<file path="src/rtl/step_dir_pulse_gen_pkg.sv">
// Shared field widths and timing defaults for the STEP/DIR front end.
// The SPI command decoder imports the same widths so command fields line up.
package step_dir_pulse_gen_pkg;

  localparam int unsigned COUNT_W_DEF          = 32;
  localparam int unsigned PERIOD_W_DEF         = 32;
  localparam int unsigned STEP_HIGH_CYCLES_DEF = 8;
  localparam int unsigned DIR_SETUP_CYCLES_DEF = 16;

endpackage : step_dir_pulse_gen_pkg

</file>
<file path="src/rtl/step_dir_pulse_gen_interval_timer.sv">
// Loadable down-counter with a zero flag. It times the DIR setup wait and the
// STEP high/low phases. It holds at zero rather than wrapping.
module step_interval_timer
  import step_dir_pulse_gen_pkg::*;
#(
  parameter int unsigned WIDTH = PERIOD_W_DEF
) (
  input  logic             clk,
  input  logic             reset,
  input  logic             load,
  input  logic [WIDTH-1:0] load_value,
  output logic [WIDTH-1:0] count,
  output logic             zero
);

  logic [WIDTH-1:0] count_r;

  // Reload on request, otherwise count down and stop at zero
  always_ff @(posedge clk) begin
    if (reset) begin
      count_r <= {WIDTH{1'b0}};
    end else if (load) begin
      count_r <= load_value;
    end else if (count_r != {WIDTH{1'b0}}) begin
      count_r <= count_r - {{(WIDTH-1){1'b0}}, 1'b1};
    end else begin
      count_r <= count_r;
    end
  end

  assign count = count_r;
  assign zero  = (count_r == {WIDTH{1'b0}});

endmodule : step_interval_timer

</file>
<file path="src/rtl/step_dir_pulse_gen.sv">
// Move-command front end for the microstepper STEP/DIR inputs.
// It accepts one move at a time and emits exactly timed STEP pulses.
// DIR is set up before the first rising edge of STEP.
// Completion, whether normal or aborted, is reported with a 1-cycle move_done.
module step_dir_pulse_gen
  import step_dir_pulse_gen_pkg::*;
#(
  parameter int unsigned COUNT_W          = COUNT_W_DEF,
  parameter int unsigned PERIOD_W         = PERIOD_W_DEF,
  parameter int unsigned STEP_HIGH_CYCLES = STEP_HIGH_CYCLES_DEF,
  parameter int unsigned DIR_SETUP_CYCLES = DIR_SETUP_CYCLES_DEF
) (
  input  logic                clk,
  input  logic                reset,
  input  logic                cmd_valid,
  output logic                cmd_ready,
  input  logic                cmd_dir,
  input  logic [COUNT_W-1:0]  cmd_steps,
  input  logic [PERIOD_W-1:0] cmd_period,
  input  logic                abort,
  output logic                step,
  output logic                dir,
  output logic                busy,
  output logic                move_done,
  output logic                aborted,
  output logic [COUNT_W-1:0]  steps_remaining
);

  localparam logic [1:0] ST_IDLE  = 2'd0;
  localparam logic [1:0] ST_SETUP = 2'd1;
  localparam logic [1:0] ST_HIGH  = 2'd2;
  localparam logic [1:0] ST_LOW   = 2'd3;

  localparam logic [PERIOD_W-1:0] P_ONE      = PERIOD_W'(1);
  localparam logic [PERIOD_W-1:0] HIGH_LEN   = PERIOD_W'(STEP_HIGH_CYCLES);
  localparam logic [PERIOD_W-1:0] MIN_PERIOD = PERIOD_W'(STEP_HIGH_CYCLES + 1);
  localparam logic [PERIOD_W-1:0] SETUP_LOAD = PERIOD_W'(DIR_SETUP_CYCLES - 1);
  localparam logic [COUNT_W-1:0]  C_ZERO     = {COUNT_W{1'b0}};
  localparam logic [COUNT_W-1:0]  C_ONE      = {{(COUNT_W-1){1'b0}}, 1'b1};

  logic [1:0]          state_r;
  logic [1:0]          next_state_s;
  logic                accept_s;
  logic [PERIOD_W-1:0] cmd_eff_period_s;
  logic [PERIOD_W-1:0] eff_period_r;
  logic                tmr_load_s;
  logic [PERIOD_W-1:0] tmr_value_s;
  logic [PERIOD_W-1:0] tmr_count_s;
  logic                tmr_zero_s;
  logic                first_high_s;
  logic                high_last_s;
  logic                abort_pend_r;
  logic                move_end_s;
  logic                abort_end_s;
  logic                step_nxt_s;
  logic                dir_nxt_s;
  logic                busy_nxt_s;
  logic                ready_nxt_s;
  logic                step_r;
  logic                dir_r;
  logic                busy_r;
  logic                ready_r;
  logic                move_done_r;
  logic                aborted_r;
  logic [COUNT_W-1:0]  steps_rem_r;

  assign accept_s = cmd_valid && ready_r;

  // The timer is loaded with (interval - 1) at each rise. Elapsed time is
  // measured against that load value, so HIGH ends at eff-HIGH_LEN and LOW at 0.
  assign first_high_s = (state_r == ST_HIGH) && (tmr_count_s == (eff_period_r - P_ONE));
  assign high_last_s  = (tmr_count_s == (eff_period_r - HIGH_LEN));

  step_interval_timer #(
    .WIDTH (PERIOD_W)
  ) u_timer (
    .clk        (clk),
    .reset      (reset),
    .load       (tmr_load_s),
    .load_value (tmr_value_s),
    .count      (tmr_count_s),
    .zero       (tmr_zero_s)
  );

  // Clamp the requested period so every pulse keeps at least one low cycle
  always_comb begin
    if (cmd_period < MIN_PERIOD) begin
      cmd_eff_period_s = MIN_PERIOD;
    end else begin
      cmd_eff_period_s = cmd_period;
    end
  end

  // State register
  always_ff @(posedge clk) begin
    if (reset) begin
      state_r <= ST_IDLE;
    end else begin
      state_r <= next_state_s;
    end
  end

  // Next-state logic, timer reloads and end-of-move detection
  always_comb begin
    next_state_s = state_r;
    tmr_load_s   = 1'b0;
    tmr_value_s  = {PERIOD_W{1'b0}};
    move_end_s   = 1'b0;
    abort_end_s  = 1'b0;
    case (state_r)
      ST_IDLE: begin
        if (accept_s) begin
          if (cmd_steps == C_ZERO) begin
            move_end_s = 1'b1;
          end else if (cmd_dir != dir_r) begin
            next_state_s = ST_SETUP;
            tmr_load_s   = 1'b1;
            tmr_value_s  = SETUP_LOAD;
          end else begin
            next_state_s = ST_HIGH;
            tmr_load_s   = 1'b1;
            tmr_value_s  = cmd_eff_period_s - P_ONE;
          end
        end else begin
          next_state_s = ST_IDLE;
        end
      end
      ST_SETUP: begin
        if (abort) begin
          next_state_s = ST_IDLE;
          move_end_s   = 1'b1;
          abort_end_s  = 1'b1;
        end else if (tmr_zero_s) begin
          next_state_s = ST_HIGH;
          tmr_load_s   = 1'b1;
          tmr_value_s  = eff_period_r - P_ONE;
        end else begin
          next_state_s = ST_SETUP;
        end
      end
      ST_HIGH: begin
        // An abort seen during the pulse only takes effect once it has full width
        if (high_last_s) begin
          if (abort_pend_r || abort) begin
            next_state_s = ST_IDLE;
            move_end_s   = 1'b1;
            abort_end_s  = 1'b1;
          end else begin
            next_state_s = ST_LOW;
          end
        end else begin
          next_state_s = ST_HIGH;
        end
      end
      ST_LOW: begin
        if (abort) begin
          next_state_s = ST_IDLE;
          move_end_s   = 1'b1;
          abort_end_s  = 1'b1;
        end else if (tmr_zero_s) begin
          if (steps_rem_r != C_ZERO) begin
            next_state_s = ST_HIGH;
            tmr_load_s   = 1'b1;
            tmr_value_s  = eff_period_r - P_ONE;
          end else begin
            next_state_s = ST_IDLE;
            move_end_s   = 1'b1;
          end
        end else begin
          next_state_s = ST_LOW;
        end
      end
      default: begin
        next_state_s = ST_IDLE;
      end
    endcase
  end

  // Output decode from the next state so registered outputs align with it
  always_comb begin
    step_nxt_s  = (next_state_s == ST_HIGH);
    busy_nxt_s  = (next_state_s != ST_IDLE);
    ready_nxt_s = (next_state_s == ST_IDLE);
    if ((state_r == ST_IDLE) && (next_state_s == ST_SETUP)) begin
      dir_nxt_s = cmd_dir;
    end else begin
      dir_nxt_s = dir_r;
    end
  end

  // Output registers and per-move datapath
  always_ff @(posedge clk) begin
    if (reset) begin
      step_r       <= 1'b0;
      dir_r        <= 1'b0;
      busy_r       <= 1'b0;
      ready_r      <= 1'b1;
      move_done_r  <= 1'b0;
      aborted_r    <= 1'b0;
      steps_rem_r  <= C_ZERO;
      eff_period_r <= MIN_PERIOD;
      abort_pend_r <= 1'b0;
    end else begin
      step_r      <= step_nxt_s;
      dir_r       <= dir_nxt_s;
      busy_r      <= busy_nxt_s;
      ready_r     <= ready_nxt_s;
      move_done_r <= move_end_s;
      if (accept_s) begin
        aborted_r <= 1'b0;
      end else if (abort_end_s) begin
        aborted_r <= 1'b1;
      end else begin
        aborted_r <= aborted_r;
      end
      if (accept_s) begin
        steps_rem_r  <= cmd_steps;
        eff_period_r <= cmd_eff_period_s;
      end else if (first_high_s && (steps_rem_r != C_ZERO)) begin
        steps_rem_r <= steps_rem_r - C_ONE;
      end else begin
        steps_rem_r <= steps_rem_r;
      end
      if (next_state_s != ST_HIGH) begin
        abort_pend_r <= 1'b0;
      end else if ((state_r == ST_HIGH) && abort) begin
        abort_pend_r <= 1'b1;
      end else begin
        abort_pend_r <= abort_pend_r;
      end
    end
  end

  assign step            = step_r;
  assign dir             = dir_r;
  assign busy            = busy_r;
  assign cmd_ready       = ready_r;
  assign move_done       = move_done_r;
  assign aborted         = aborted_r;
  assign steps_remaining = steps_rem_r;

endmodule : step_dir_pulse_gen

</file>
<file path="config.mk">
export PLATFORM = sky130hd
export DESIGN_NAME = step_dir_pulse_gen
export DESIGN_NICKNAME = d
export VERILOG_FILES = /design/src/rtl/step_dir_pulse_gen_pkg.sv /design/src/rtl/step_dir_pulse_gen_interval_timer.sv /design/src/rtl/step_dir_pulse_gen.sv
export SDC_FILE = /design/constraint.sdc
export NUM_CORES = 1
export LEC_CHECK = 0
export BUFFER_PORTS_ARGS = -buffer_cell sky130_fd_sc_hd__buf_2
export CAP_MARGIN = 5
export CELL_PAD_IN_SITES_DETAIL_PLACEMENT = 1
export CELL_PAD_IN_SITES_GLOBAL_PLACEMENT = 2
export CORE_MARGIN = 2
export CORE_UTILIZATION = 38
export CTS_BUF_LIST = sky130_fd_sc_hd__clkbuf_8
export CTS_CLUSTER_DIAMETER = 150
export DETAILED_ROUTE_END_ITERATION = 10
export PLACE_DENSITY_LB_ADDON = 0.1
export SYNTH_ARGS = -nofsm -noshare
export SYNTH_HDL_FRONTEND = slang
export SYNTH_HIERARCHICAL = 1
export SYNTH_SLANG_ARGS = --single-unit
</file>
<file path="constraint.sdc">
create_clock -name clk -period 14.7 [get_ports clk]
set_input_delay 2.94 -clock clk [delete_from_list [all_inputs] [get_ports clk]]
set_output_delay 2.94 -clock clk [all_outputs]
set_load 0.03 [all_outputs]
</file>
==> results by stage, run 1 <==
Global routing:
- The maximum number of pins on one net before global-route repair is just under 90.
- For this run the aggregate overflow at the end of global routing stands at 0.
- Global routing consumed, over all layers together, a little over a quarter of the routing resources.
- The first global-routing pass estimated approximately 50000 um of wire.
- The initial antenna violation count was 0.
- The via count of the first global-routing pass is approximately 8600.

Yosys:
- The post-synthesis instance area is about 0.0086 mm2.
- The number of distinct standard cells referenced by the synthesized netlist is 80.
- In the synthesized netlist the async set-or-reset flop fraction comes to 0%.
- Among all flip-flop cells after synthesis, the most frequent one is dfxtp_1.
- The largest total area in the synthesized netlist belongs to dfxtp_1.
- The number of warnings issued by yosys is 6.
- Dividing the synthesized area by the synthesized cell count gives around 7.6 um2.
- The instance count of the mapped netlist is 1130.
- Counting flops and latches in the post-synthesis netlist gives 105.
- The fraction of the yosys area taken by sequential cells is 24.5%.
- The post-synthesis net count is around 1200.
- Counting flops with a built-in enable in the synthesized netlist gives 0.
- After synthesis, the largest area contributor takes up approximately a quarter of total cell area.
- In the post-synthesis netlist, the biggest area contributors are dfxtp_1 (25%), xnor2_1 (9.5%), xor2_1 (6.5%), nand2_1 (5.8%), nor2_1 (4.8%).

CTS:
- The clock latency reported for the late side of the worst-skew pair is 410 ps.
- The H-tree depth is 3.
- TritonCTS created 9 clock buffers.
- The tree is rooted in a clkbuf_8.
- No sink is reached through more buffers than the 2 on the longest clock path.
- Once the clock tree was built, the setup fixing pass inserted 0 buffers.
- The CTS tree is yes.
- Post-CTS repair changed the size of 0 cells.
- The clock input transition at the sequential cells of the worst setup and hold paths is between 100 and 150 ps.
- The clock net in this run drives a total of around 110 sinks.
- The number of hold buffers added after cts is 0.

STA:
- Setup violations remaining at the end of the flow were counted as 0.
- The peak clock frequency supported by timing is between 100 and 150 MHz.
- The worst slew slack as a fraction of its limit is around 37%.
- The worst-case clock skew is a little over 20 ps.
- Of the available clock period, the critical path in the final layout requires between 50% and 60%.
- Setup repair after global routing left no endpoint under its margin.
- Setup total negative slack on the finished layout was measured at 0 ps.
- The number of endpoints with negative hold slack in the final report is 0.
- The number of max-slew violations in the final report is 0.
- The worst path needs slightly below 8000 ps of the cycle, external delays included.
- The transition time at the pin with the least slew margin is approximately 950 ps.

Pwr:
- For this design the static power due to leakage is roughly 0.0034 uW.
- IR analysis of the VDD net gives a maximum drop of ~0.12 mV.
- The power share of the sequential group is just under 30%.
- Combinational logic is responsible for approximately 60% of the overall power.
- In this run the power spent charging and discharging nets is 900 uW.
- In this run the power density over the cells is 180 mW/mm2.
- The cell-internal power is approximately 800 uW.
- The switching power as a share of total power is between 50 and 60%.
- The total design power is 1700 uW.
- The share of total power in the clock network is about a tenth.

Worst setup path:
- STA puts the critical path data arrival time at 8130 ps.
- Data on the critical path is required at its endpoint by around 15000 ps.
- The cell repeated most along the worst path is nand2_1.
- Walking the worst path, the cells encountered are buf_2 -> nor4_1 -> or4b_2 -> or4b_2 -> nand2b_1 -> or2_2 -> nand2_1 -> ha_1 -> nand2_1 -> nor3_1 -> nand2_1 -> nor3_1 -> nor3b_1 -> xnor2_1 -> o22ai_1 -> nand2b_1 -> o211a_1.
- The number of cells on the worst reg-to-reg path is 10.
- The startpoint class of the critical path is an input port.
- The slowest stage of the critical path belongs to the cell or4b_2.
- The number of stages on the worst setup path is 17.
- Counting both buffers and inverters, the worst setup path holds a total of 1.
- In this design, the stage delay of the slowest critical-path cell is 700 ps.
- In this run the worst path has a maximum fanout of 7.
- The critical path class is input port to flop.
- The kind of cell with the highest combined delay on the critical path is simple AND/OR/NAND/NOR gates.
- The type of destination of the critical path is a flop.

Layout:
- In the final layout, the share of cells above drive strength 1 is between 15 and 20%.
- The number of inserted filler cells in the final layout is 2772.
- 0 antenna diodes ended up in the layout.
- The net count reported at finish is about 1300.
- The area growth from synthesis to layout is 9.78%.

Routing:
- For this block, the routed nets add up to roughly 32000 um of wire.
- Using the TritonRoute via totals, the vias-per-cell ratio works out to ~6.0.
- The detailed-route via count is between 8000 and 9000.
- The first-pass iteration count of the detailed router is 5.
- The number of antenna-violating nets in the routed design is 0.
- The DRC violation count after routing is 0.
- The wire length per cell is 21.7 um.
- The number of DRC markers in iteration 0 is roughly 500.

Place:
- The number of buffers added on ports is ~110.
- The global placer's final weighted congestion is 0.911.
- Once detailed placement completed, the half-perimeter wirelength came to 24000 um.

Status:
- The flow ran to the end, and the final reports show no timing, DRC or antenna violations.

Floorplanning:
- In this run the horizontal extent of the chip is around 150 um.
- The floorplan step defined a die boundary enclosing 0.0238 mm2.
- After floorplanning, the core was divided into between 50 and 60 placement rows.
- The die height is approximately 150 um.
- The initial utilization of the core area, before any placement, comes to 39.0%.
- The area of the core is ~0.022 mm2.
- For this design the top-level I/O count stands at 107.

Worst hold path:
- The number of instances on the worst hold path is 2.
- The path class of the lowest-slack min-delay path is flop to flop.

Flow run:
- The max-capacitance violation count is 0.
-- worst reg2reg max path: stages, from the launching register on --
cell,delay [ps]
dfxtp_1,440
or4_1,800
nor4_4,670
nand3_2,430
clkinv_2,320
nand4b_1,120
buf_4,310
nand2_1,160
clkinv_1,470
a21oi_1,830
o211a_1,260
-- flip-flops by register name, indices dropped and copies added, names as in the netlist --
register	cells
dir	1
aborted	1
state_r	2
u_timer/count	32
step	1
busy	1
move_done	1
abort_pend_r	1
steps_remaining	32
cmd_ready	1
eff_period_r	32
-- layout by cell type, fill, tap and decap left out, types with 22 or more instances in the layout --
| cell type | instances |
|---|---|
| nand2_1 | 131 |
| nor2_1 | 110 |
| dfxtp_1 | 105 |
| buf_2 | 105 |
| xnor2_1 | 93 |
| xor2_1 | 64 |
| nor3_1 | 51 |
| a21oi_1 | 50 |
| nor4_1 | 45 |
| o22ai_1 | 37 |
| or4_1 | 26 |
| nand3_1 | 22 |
-- final cells by class --
type,instances,area [um2],share of cell area [%]
clock buffers,9,124,1.32
well taps,280,350,3.72
flip-flops and latches,105,2100,22.3
repair buffers,117,616,6.54
multi-input cells,932,6090,64.7
clock inverters,7,57.6,0.611
inverters,20,76.3,0.811
-- power by group through the flow --
| stage | registers, uW | clock network [uW] | logic [uW] |
|---|---|---|---|
| after floorplan | 486 | 0 | 726 |
| after global placement | 499 | 0 | 997 |
| after detailed placement | 499 | 0 | 1010 |
| after CTS | 494 | 191 | 1010 |
| after global routing | 512 | 197 | 1110 |
| final | 494 | 182 | 1020 |
-- logic make-up after synthesis --
family / share of synthesized area, %
compound gates: 16.6
xor+xnor: 16.0
fa+ha+maj: 0.876
buf+inv: 4.70
flops: 24.5
mux: 0.963
simple gates: 36.3
-- stage by stage --
step	cell area [um2]	instances	hold slack, ps	worst slack, ps	util [%]
6_report	9410	1470	468	6880	42.9
5_1_grt	9410	1470	492	6400	42.9
4_1_cts	9410	1470	477	6910	42.9
3_5_place_dp	9230	1454	462	6480	42.0
3_3_place_gp	9230	1454	448	6550	42.0
2_1_floorplan	8570	1130	473	7810	-
-- per-layer routing --
metal	global-route usage [%]	wire [um]	part of all wire, %	vias up
li1	-	-	-	4247
met1	37.9	15100	47	4312
met2	43.4	14700	46	199
met3	3.87	1510	4.7	36
met4	6.59	606	1.9	0
met5	0	0	0	-
-- synthesized netlist by cell type (18+ instances only) --
master and n:
nand3_1 22, a211oi_1 18, xor2_1 64, nor3_1 51, nand2_1 132, xnor2_1 93, nand4_1 20, dfxtp_1 105
clkbuf_1 55, inv_1 18, nor2_1 110, o22ai_1 37, or3_1 21, nor4_1 45, a21oi_1 50, or4_1 26
-- final timing paths --
| check | start | endpoint | slack, ps |
|---|---|---|---|
| worst max-delay path | cmd_period[16] | u_timer/count[26]$_SDFFE_PP0P_ | 6880 |
| worst min-delay path | aborted$_SDFFE_PP0P_ | aborted$_SDFFE_PP0P_ | 470 |
| worst max register to register | u_timer/count[5]$_SDFFE_PP0P_ | u_timer/count[21]$_SDFFE_PP0P_ | 9850 |
| worst min register to register | aborted$_SDFFE_PP0P_ | aborted$_SDFFE_PP0P_ | 470 |
Power figures use the tool's default switching activity.
==> run 2, diff against run 1 <==
ABC_AREA = 1   (was default)
CORE_UTILIZATION = 29   (was 38)
clock period = 6.7 ns   (was 14.7 ns; I/O delays follow)
==> run 2 against run 1 <==
  * Critical path type unchanged
  * Design area is 18% higher
  * Combinational power grew to 3.0 times the previous value
  * Worst setup slack got worse by 4400 ps
  * Synthesized area increased by 15%
  * Highest routed layer unchanged
  * Global-route usage up 0.27 points
  * Critical endpoint is now u_timer/count[30]$_SDFFE_PP0P_
  * Worst hold slack improved by 14 ps
  * Power grew to 2.7 times the previous value
  * Via count increased by 33%
  * Final cell count grew 54%
==> results by stage, run 2 <==
Routing:
- The DRC violation count after routing is 0 (unchanged).
- The number of DRC markers in iteration 0 is 725 (+46%).
- The first-pass iteration count of the detailed router is 6 (+1).
- The total wire length after detailed routing is 48300 um (+51%).
- The met3 routed wirelength was 2010 um (+34%).
- The detailed-route via count is 11730 (+33%).
- The met2 layer wire length in the routed design is 21200 um (+45%).
- The wire length per cell is 21.3 um (-1.9%).
- The detail-routed via count per cell came to 5.17 (-14%).
- The post-route met1 wirelength came to 24400 um (+61%).
- The number of antenna-violating nets in the routed design came to 0 (unchanged).
- The highest layer touched by signal routing is met4.

Yosys:
- The post-synthesis net count is 1800 (+49%).
- The number of warnings issued by yosys is 6 (unchanged).
- The top flip-flop cell by instance count after synthesis is dfxtp_1.
- The number of synthesized register bits is 105 (unchanged).
- The fraction of post-synthesis cell area in the top cell type by area is 21.2% (-3.3 points).
- dfxtp_1 takes more of the synthesized area than any other cell.
- Yosys attributes the largest share of cell area to dfxtp_1 (21%), nand2_1 (18%), nor2_1 (10%), nand3_1 (8.9%), inv_1 (7.5%).
- The synthesized area divided by synthesized cell count was 5.74 um2 (-24%).
- The fraction of the yosys area taken by sequential cells was 21.2% (-3.3 points).
- The instance count of the mapped netlist is 1725 (+53%).
- Sorting the synthesized cells by how often they occur yields nand2_1 (486), nor2_1 (271), inv_1 (197), nand3_1 (176), dfxtp_1 (105).
- The number of enable-type register cells in the synthesized netlist is 0 (unchanged).
- The fraction of registers with async set or reset after synthesis is 0% (unchanged).
- The most common cell in the netlist is nand2_1.
- The number of distinct standard cells referenced by the synthesized netlist is 44 (-45%).
- The post-synthesis instance area was 0.00989 mm2 (+15%).

Layout:
- In the layout the commonest cells are nand2_1 (485), nor2_1 (271), inv_1 (197).
- The library cell used most frequently in the layout, excluding fill and tap cells, is nand2_1.
- The multi-input gate area in the final layout was 0.00685 mm2 (+12%).
- The net count reported at finish is 1889 (+50%).
- The share of cells above drive strength 1 came to 12.4% (-3.2 points).
- The storage element area is 0.00210 mm2 (unchanged).
- The final core utilization is 33.1% (-9.8 points).
- The number of inserted filler cells in the final layout is 4610 (+66%).
- Relative to the synthesized area, the layout overhead comes to 12.1%.

Worst setup path:
- The startpoint class of the critical path is an input port.
- Walking the worst path, the cells encountered are buf_2 -> inv_1 -> nand2_1 -> nor2_1 -> nand2_1 -> nor3_1 -> nand3_1 -> nand2_1 -> ha_1 -> inv_1 -> nor2_2 -> inv_2 -> nor2_2 -> inv_1 -> nor2_1 -> nand3_1 -> nand3_1 -> nand2_1 -> or2_2 -> nand2_1 -> inv_1 -> nand2_1 -> nor2_1.
- The maximum fanout along the worst path is 4 (-3).
- STA classifies the critical path endpoint as a flop.
- The buffer and inverter count on the worst path is 6 (+5).
- The delay of the slowest cell on the worst path is 340 ps (-360 ps).
- The slowest stage of the critical path is the or2_2 cell.
- The worst endpoint data arrival time is 4580 ps (-3550 ps).
- The kind of cell with the highest combined delay along the critical path is simple AND/OR/NAND/NOR gates.
- The number of stages on the worst setup path is 23 (+6).
- The worst endpoint required time is 7020 ps (-7990 ps).
- The critical path in this run is classified as input port to flop.
- The cell repeated most along the worst path is nand2_1.
- The depth of the worst register-to-register path is 20 (+10).

Floorplanning:
- The starting density of the core is 29.5% (-9.5 points).
- The area of the core came to 0.0335 mm2 (+53%).
- The count of standard-cell rows was 67 (+24%).
- The overall die width was 189 um (+22%).
- The die height is 189 um (+22%).
- The die area is 0.0356 mm2 (+50%).
- The I/O pin count is 107 (unchanged).

CTS:
- The number of hold buffers added after cts came to 0 (unchanged).
- The clock input transition at the sequential cells of the worst setup and hold paths is 140 ps (+30 ps).
- The maximum number of buffers from clock root to sink was 2 (unchanged).
- The quantity of gates resized following cts came to 0 (unchanged).
- The total clock sinks is 105 (unchanged).
- The CTS tree is yes.
- The clock latency reported for the late side of the worst-skew pair is 450 ps (+40 ps).
- The number of setup buffers added after CTS is 0 (unchanged).
- The H-tree depth came to 3 (unchanged).
- The clock root buffer is clkbuf_8.
- The TritonCTS buffer count is 9 (unchanged).

Flow run:
- The max-capacitance violation count is 0 (unchanged).

STA:
- The number of setup violations in the final report is 0 (unchanged).
- The worst path setup slack after routing came to 2430 ps (-4440 ps).
- The worst slew slack as a fraction of its limit was 44.8% (+7.9 points).
- The peak clock frequency supported by timing is ~230 MHz.
- The number of max-slew violations in the final report is 0 (unchanged).
- Of the available clock period, the critical path in the final layout requires between 60 and 70%.
- The clock period minus worst slack is around 4300 ps.
- The setup TNS after final layout is 0 ps (unchanged).
- Setup repair after global routing left no endpoint under its margin.
- The transition time at the pin with the least slew margin came to 823 ps (-123 ps).
- The worst-case clock skew is 31.1 ps (+10.8 ps).
- The final hold slack is 482 ps (+13.8 ps).
- The number of endpoints with negative hold slack in the final report came to 0 (unchanged).

Global routing:
- The initial antenna violation count came to 1 (+1).
- The overall overflow remaining after global route is 0 (unchanged).
- The maximum number of pins on one net before global-route repair is 60 (-33%).
- The global-route wire length before repair is 72800 um (+45%).
- The via count of the first global-routing pass is 11547 (+35%).
- The total global routing track utilization is 27.2% (+0.27 points).

Pwr:
- The leakage power is 0.00515 uW (+51%).
- The total power divided by cell area is 416 mW/mm2 (+130%).
- The maximum VDD drop is 0.249 mV (+100%).

Place:
- The number of buffers added on ports is 106 (unchanged).
- The worst-case setup slack after placement is 1960 ps (-4510 ps).
- The placed wire-length estimate after detailed placement was 39500 um (+64%).
- The global placer's final weighted congestion was 0.923 (+1.4%).

Status:
- The run finished with clean final reports.

Worst hold path:
- The worst hold path belongs to the class flop to flop.
- The number of instances on the worst hold path is 2 (unchanged).
run 2: cell count changes in the layout (fill, tap and decap cells not counted), moves of 18 or more:
| cell | delta |
|---|---|
| nand4_1 | +22 |
| nor3_1 | -30 |
| nor4_1 | -33 |
| inv_1 | +178 |
| or3_1 | -21 |
| o21ai_0 | +61 |
| nand2_2 | +18 |
| nor2_1 | +161 |
| xnor2_1 | -74 |
| nand2_1 | +354 |
| nand3_1 | +154 |
| or4_1 | -26 |
run 2: metrics by stage:
step	cell area, um2	std cells	power (uW)
finish	11100	2268	4610
global route	11100	2267	5000
CTS	11100	2267	4600
detailed placement	10900	2251	4130
global placement	10900	2251	4110
floorplan	9890	1725	3170
run 2: area by class of cell:
type	instances	share of cell area (%)
tap	448	5.06
antenna	1	0.0226
clock buffer	9	1.12
timing repair buffer	117	5.53
clock inverter	7	0.609
sequential	105	19.0
multi-input combinational	1376	61.8
inverter	205	6.94
run 2: per-layer routing:
| layer | global-route usage [%] | vias up |
|---|---|---|
| li1 | - | 5737 |
| met1 | 40.0 | 5693 |
| met2 | 42.5 | 264 |
| met3 | 3.02 | 36 |
| met4 | 5.35 | 0 |
| met5 | 0 | - |
run 2: cell families (layout without fill, tap and decap cells):
family	count (synthesis)	after routing	share of synthesized area, %
other cells	0	1	0
simple gates	1096	1096	49.7
flops	105	105	21.2
fa+ha+maj	6	6	0.759
compound gates	186	186	10.6
xor+xnor	88	88	8.07
buf+inv	244	338	9.56
run 2: worst min-delay path, delay by kind of cell (launching register included):
kind | cells | cell delay (ps)
flops | 1 | 350
compound gates | 1 | 50
buf+inv | 1 | 50
run 2: final timing paths:
path / from / to / slack, ps
worst max-delay path: cmd_period[13] / u_timer/count[30]$_SDFFE_PP0P_ / 2430
worst min-delay path: dir$_SDFFE_PP0P_ / dir$_SDFFE_PP0P_ / 480
worst max register to register: u_timer/count[1]$_SDFFE_PP0P_ / u_timer/count[27]$_SDFFE_PP0P_ / 2470
worst min register to register: dir$_SDFFE_PP0P_ / dir$_SDFFE_PP0P_ / 480
run 2: report_power, final:
part / leakage (uW) / internal [uW] / switching (uW) / total [uW]
combinational: 0.00419 / 936 / 2120 / 3060
sequential: 0.000861 / 787 / 316 / 1100
clock: 0.0000997 / 147 / 305 / 451
==> run 3, diff against run 2 <==
clock period = 3.55 ns   (was 6.7 ns; I/O delays follow)
==> run 3 against run 2 <==
  * Combinational power up 110%
  * Clock-buffer cell count did not move
  * Clock power rose by 110%
  * Sequential power rose by 74%
  * Global-route usage increased by 1.4 points
  * Design area grew 4.9%
==> results by stage, run 3 (synthesis gave the netlist of run 2 again) <==
Status:
- The run finished with clean final reports.

Pwr:
- The total power divided by cell area is 788 mW/mm2 (+89%).
- The maximum VDD drop is 0.446 mV (+79%).
- The cell-internal power is 3860 uW (+110%).
- The net switching component of the power was 5300 uW (+93%).
- The share of total power in the clock network is 10.6% (+0.8 points).
- The leakage power is 0.00549 uW (+6.5%).
- The portion of total power attributed to combinational logic was 68.6% (+2.3 points).
- The switching power as a share of total power is 57.9% (-1.6 points).
- The power share of the sequential group was 20.9% (-3.0 points).

Worst setup path:
- The kind of cell with the highest combined delay on the critical path is simple AND/OR/NAND/NOR gates.
- The critical path goes through inv_1 -> ha_1 -> nand2_2 -> nor2_8 -> nand2_1 -> nor2_1 -> nand2_1 -> nor2_2 -> nand2_1 -> nor2_1 -> nand2_2 -> nand2_1 -> clkinv_1 -> buf_12 -> nor2_1 -> nor2_1 -> nand2_1 -> nor2_1.
- The worst setup path is of the flop to flop kind.
- The maximum fanout along the worst path is 26 (+22).
- The worst reg-to-reg setup slack came to 240 ps (-2230 ps).
- STA classifies the critical path endpoint as a flop.
- The buffer and inverter count on the worst path is 3 (-3).
- The delay of the slowest cell on the worst path is 370 ps (+30 ps).
- The worst endpoint data arrival time is 3650 ps (-930 ps).
- The worst endpoint required time is 3890 ps (-3130 ps).
- The slowest stage of the critical path belongs to the cell dfxtp_1.
- The startpoint class of the critical path is a flop.

CTS:
- The maximum number of buffers from clock root to sink is 2 (unchanged).
- The CTS tree is yes.
- The TritonCTS buffer count is 9 (unchanged).
- The clock latency reported for the late side of the worst-skew pair is 440 ps (about the same).
- The H-tree depth is 3 (unchanged).
- The number of setup buffers added after CTS is 0 (unchanged).
- The clock root buffer is clkbuf_8.
- The total clock sinks is 105 (unchanged).
- The clock input transition at the sequential cells of the worst setup and hold paths was 130 ps (about the same).

Routing:
- The first-pass iteration count of the detailed router is 5 (-1).
- The DRC violation count after routing is 0 (unchanged).
- The total wire length after detailed routing is 50600 um (+4.7%).
- The number of DRC markers in iteration 0 came to 736 (+1.5%).
- The wire length per cell was 21.7 um (+1.9%).
- The detailed-route via count is 12084 (+3.0%).
- The number of antenna-violating nets in the routed design is 0 (unchanged).
- The detail-routed via count per cell is 5.18 (+0.19%).

STA:
- The peak clock frequency supported by timing is ~300 MHz.
- Subtracting the final worst setup slack from the clock period gives roughly 3300 ps.
- The setup TNS after final layout is 0 ps (unchanged).
- The number of setup violations in the final report was 0 (unchanged).
- In the finished design, the share of the clock period the worst path needs comes to ~93%.
- Setup repair after global routing left no endpoint under its margin.
- The number of max-slew violations in the final report came to 0 (unchanged).
- The worst slew slack as a fraction of its limit is 44.2% (-0.57 points).
- The transition time at the pin with the least slew margin came to 837 ps (+13.6 ps).
- The worst-case clock skew is 19.8 ps (-11.3 ps).
- The number of endpoints with negative hold slack in the final report is 0 (unchanged).

Worst hold path:
- The path class of the lowest-slack min-delay path is flop to flop.

Floorplanning:
- The area of the core came to 0.0335 mm2 (unchanged).
- The die height was 189 um (unchanged).
- The count of standard-cell rows was 67 (unchanged).
- The die area came to 0.0356 mm2 (unchanged).
- The I/O pin count was 107 (unchanged).
- The overall die width is 189 um (unchanged).
- The starting density of the core is 29.5% (unchanged).

Place:
- The global placer's final weighted congestion was 0.939 (+1.6%).
- The standard cell area after detailed placement came to 0.0114 mm2 (+4.6%).
- The placed wire-length estimate after detailed placement came to 41800 um (+5.8%).
- The cell total after placement was 2314 (+2.8%).
- The number of buffers added on ports is 106 (unchanged).

Layout:
- The total non-filler cell area in the finished layout is 0.0116 mm2 (+4.9%).
- In the layout the commonest cells are nand2_1 (484), nor2_1 (271), inv_1 (197).
- The area added between synthesis and finish is 17.6%.
- Leaving out fill and tap cells, the most frequent cell in the layout is nand2_1.
- The share of cells above drive strength 1 is 15.5% (+3.0 points).
- The number of cells in the finished layout apart from fillers is 2332 (+2.8%).
- The net count reported at finish came to 1952 (+3.3%).

Global routing:
- The via count of the first global-routing pass is 12107 (+4.8%).
- The initial antenna violation count came to 2 (+1).
- The overall overflow remaining after global route is 0 (unchanged).
- The maximum number of pins on one net before global-route repair is 60 (unchanged).
- The global-route wire length before repair is 76100 um (+4.6%).
- The total global routing track utilization is 28.6% (+1.4 points).

Flow run:
- The max-capacitance violation count came to 0 (unchanged).
## run 3: cell count changes in the layout (fill, tap and decap cells not counted)
cell and delta:
ha_1 -1, inv_8 +1, buf_12 +2, buf_4 +61, clkinv_8 -1, diode_2 +1, clkinv_2 -1, ha_2 +1
bufinv_16 +2, nand2_2 +1, inv_6 -3, nand2_1 -1, clkinvlp_4 +2
## run 3: power groups by stage
stage               Clock (uW)  Sequential [uW]  Combinational [uW]
finish                     967             1910                6280
global placement             0             1930                6160
CTS                        997             1910                6250
global route              1010             1950                6980
floorplan                    0             2040                3940
detailed placement           0             1930                6220
## run 3: what timing repair did
| action | in CTS | in global routing |
|---|---|---|
| hold buffers | 0 | 0 |
| gates resized for setup | 0 | 3 |
| setup endpoints to repair | 0 | 46 |
## run 3: through the flow
stage	setup slack, ps	total power [uW]	hold WS, ps	utilization (%)
floorplan	454	5980	496	-
global placement	82.2	8090	464	34.0
detailed placement	115	8160	476	34.0
CTS	90.4	9160	503	34.6
global route	14.6	9940	540	34.7
finish	242	9160	500	34.7
## run 3: layer usage
metal	up-vias	track usage [%]	routed length (um)
met5	-	0	0
met1	5878	40.0	24300
met3	44	4.34	2710
met4	0	7.27	1080
li1	5871	-	-
met2	291	45.7	22500
## run 3: tightest hold or removal path, stage by stage, from the launching register on
cell,delay (ps)
dfxtp_1,350
inv_1,60
a21oi_1,50
## run 3: final cells by class
cell class | instances | area (um2)
Clock buffer | 9 | 124
Clock inverter | 7 | 103
Fill cell | 4639 | 21900
Multi-Input combinational cell | 1376 | 6850
Tap cell | 448 | 561
Timing Repair Buffer | 180 | 1110
Inverter | 205 | 773
Sequential cell | 105 | 2100
Antenna cell | 2 | 5.00
## run 3: worst paths after layout
kind,cells after the start,from,to
worst min register to register,2,dir$_SDFFE_PP0P_,dir$_SDFFE_PP0P_
worst max register to register,18,u_timer/count[0]$_SDFFE_PP0P_,u_timer/count[28]$_SDFFE_PP0P_
worst min-delay path,2,dir$_SDFFE_PP0P_,dir$_SDFFE_PP0P_
worst max-delay path,18,u_timer/count[0]$_SDFFE_PP0P_,u_timer/count[28]$_SDFFE_PP0P_
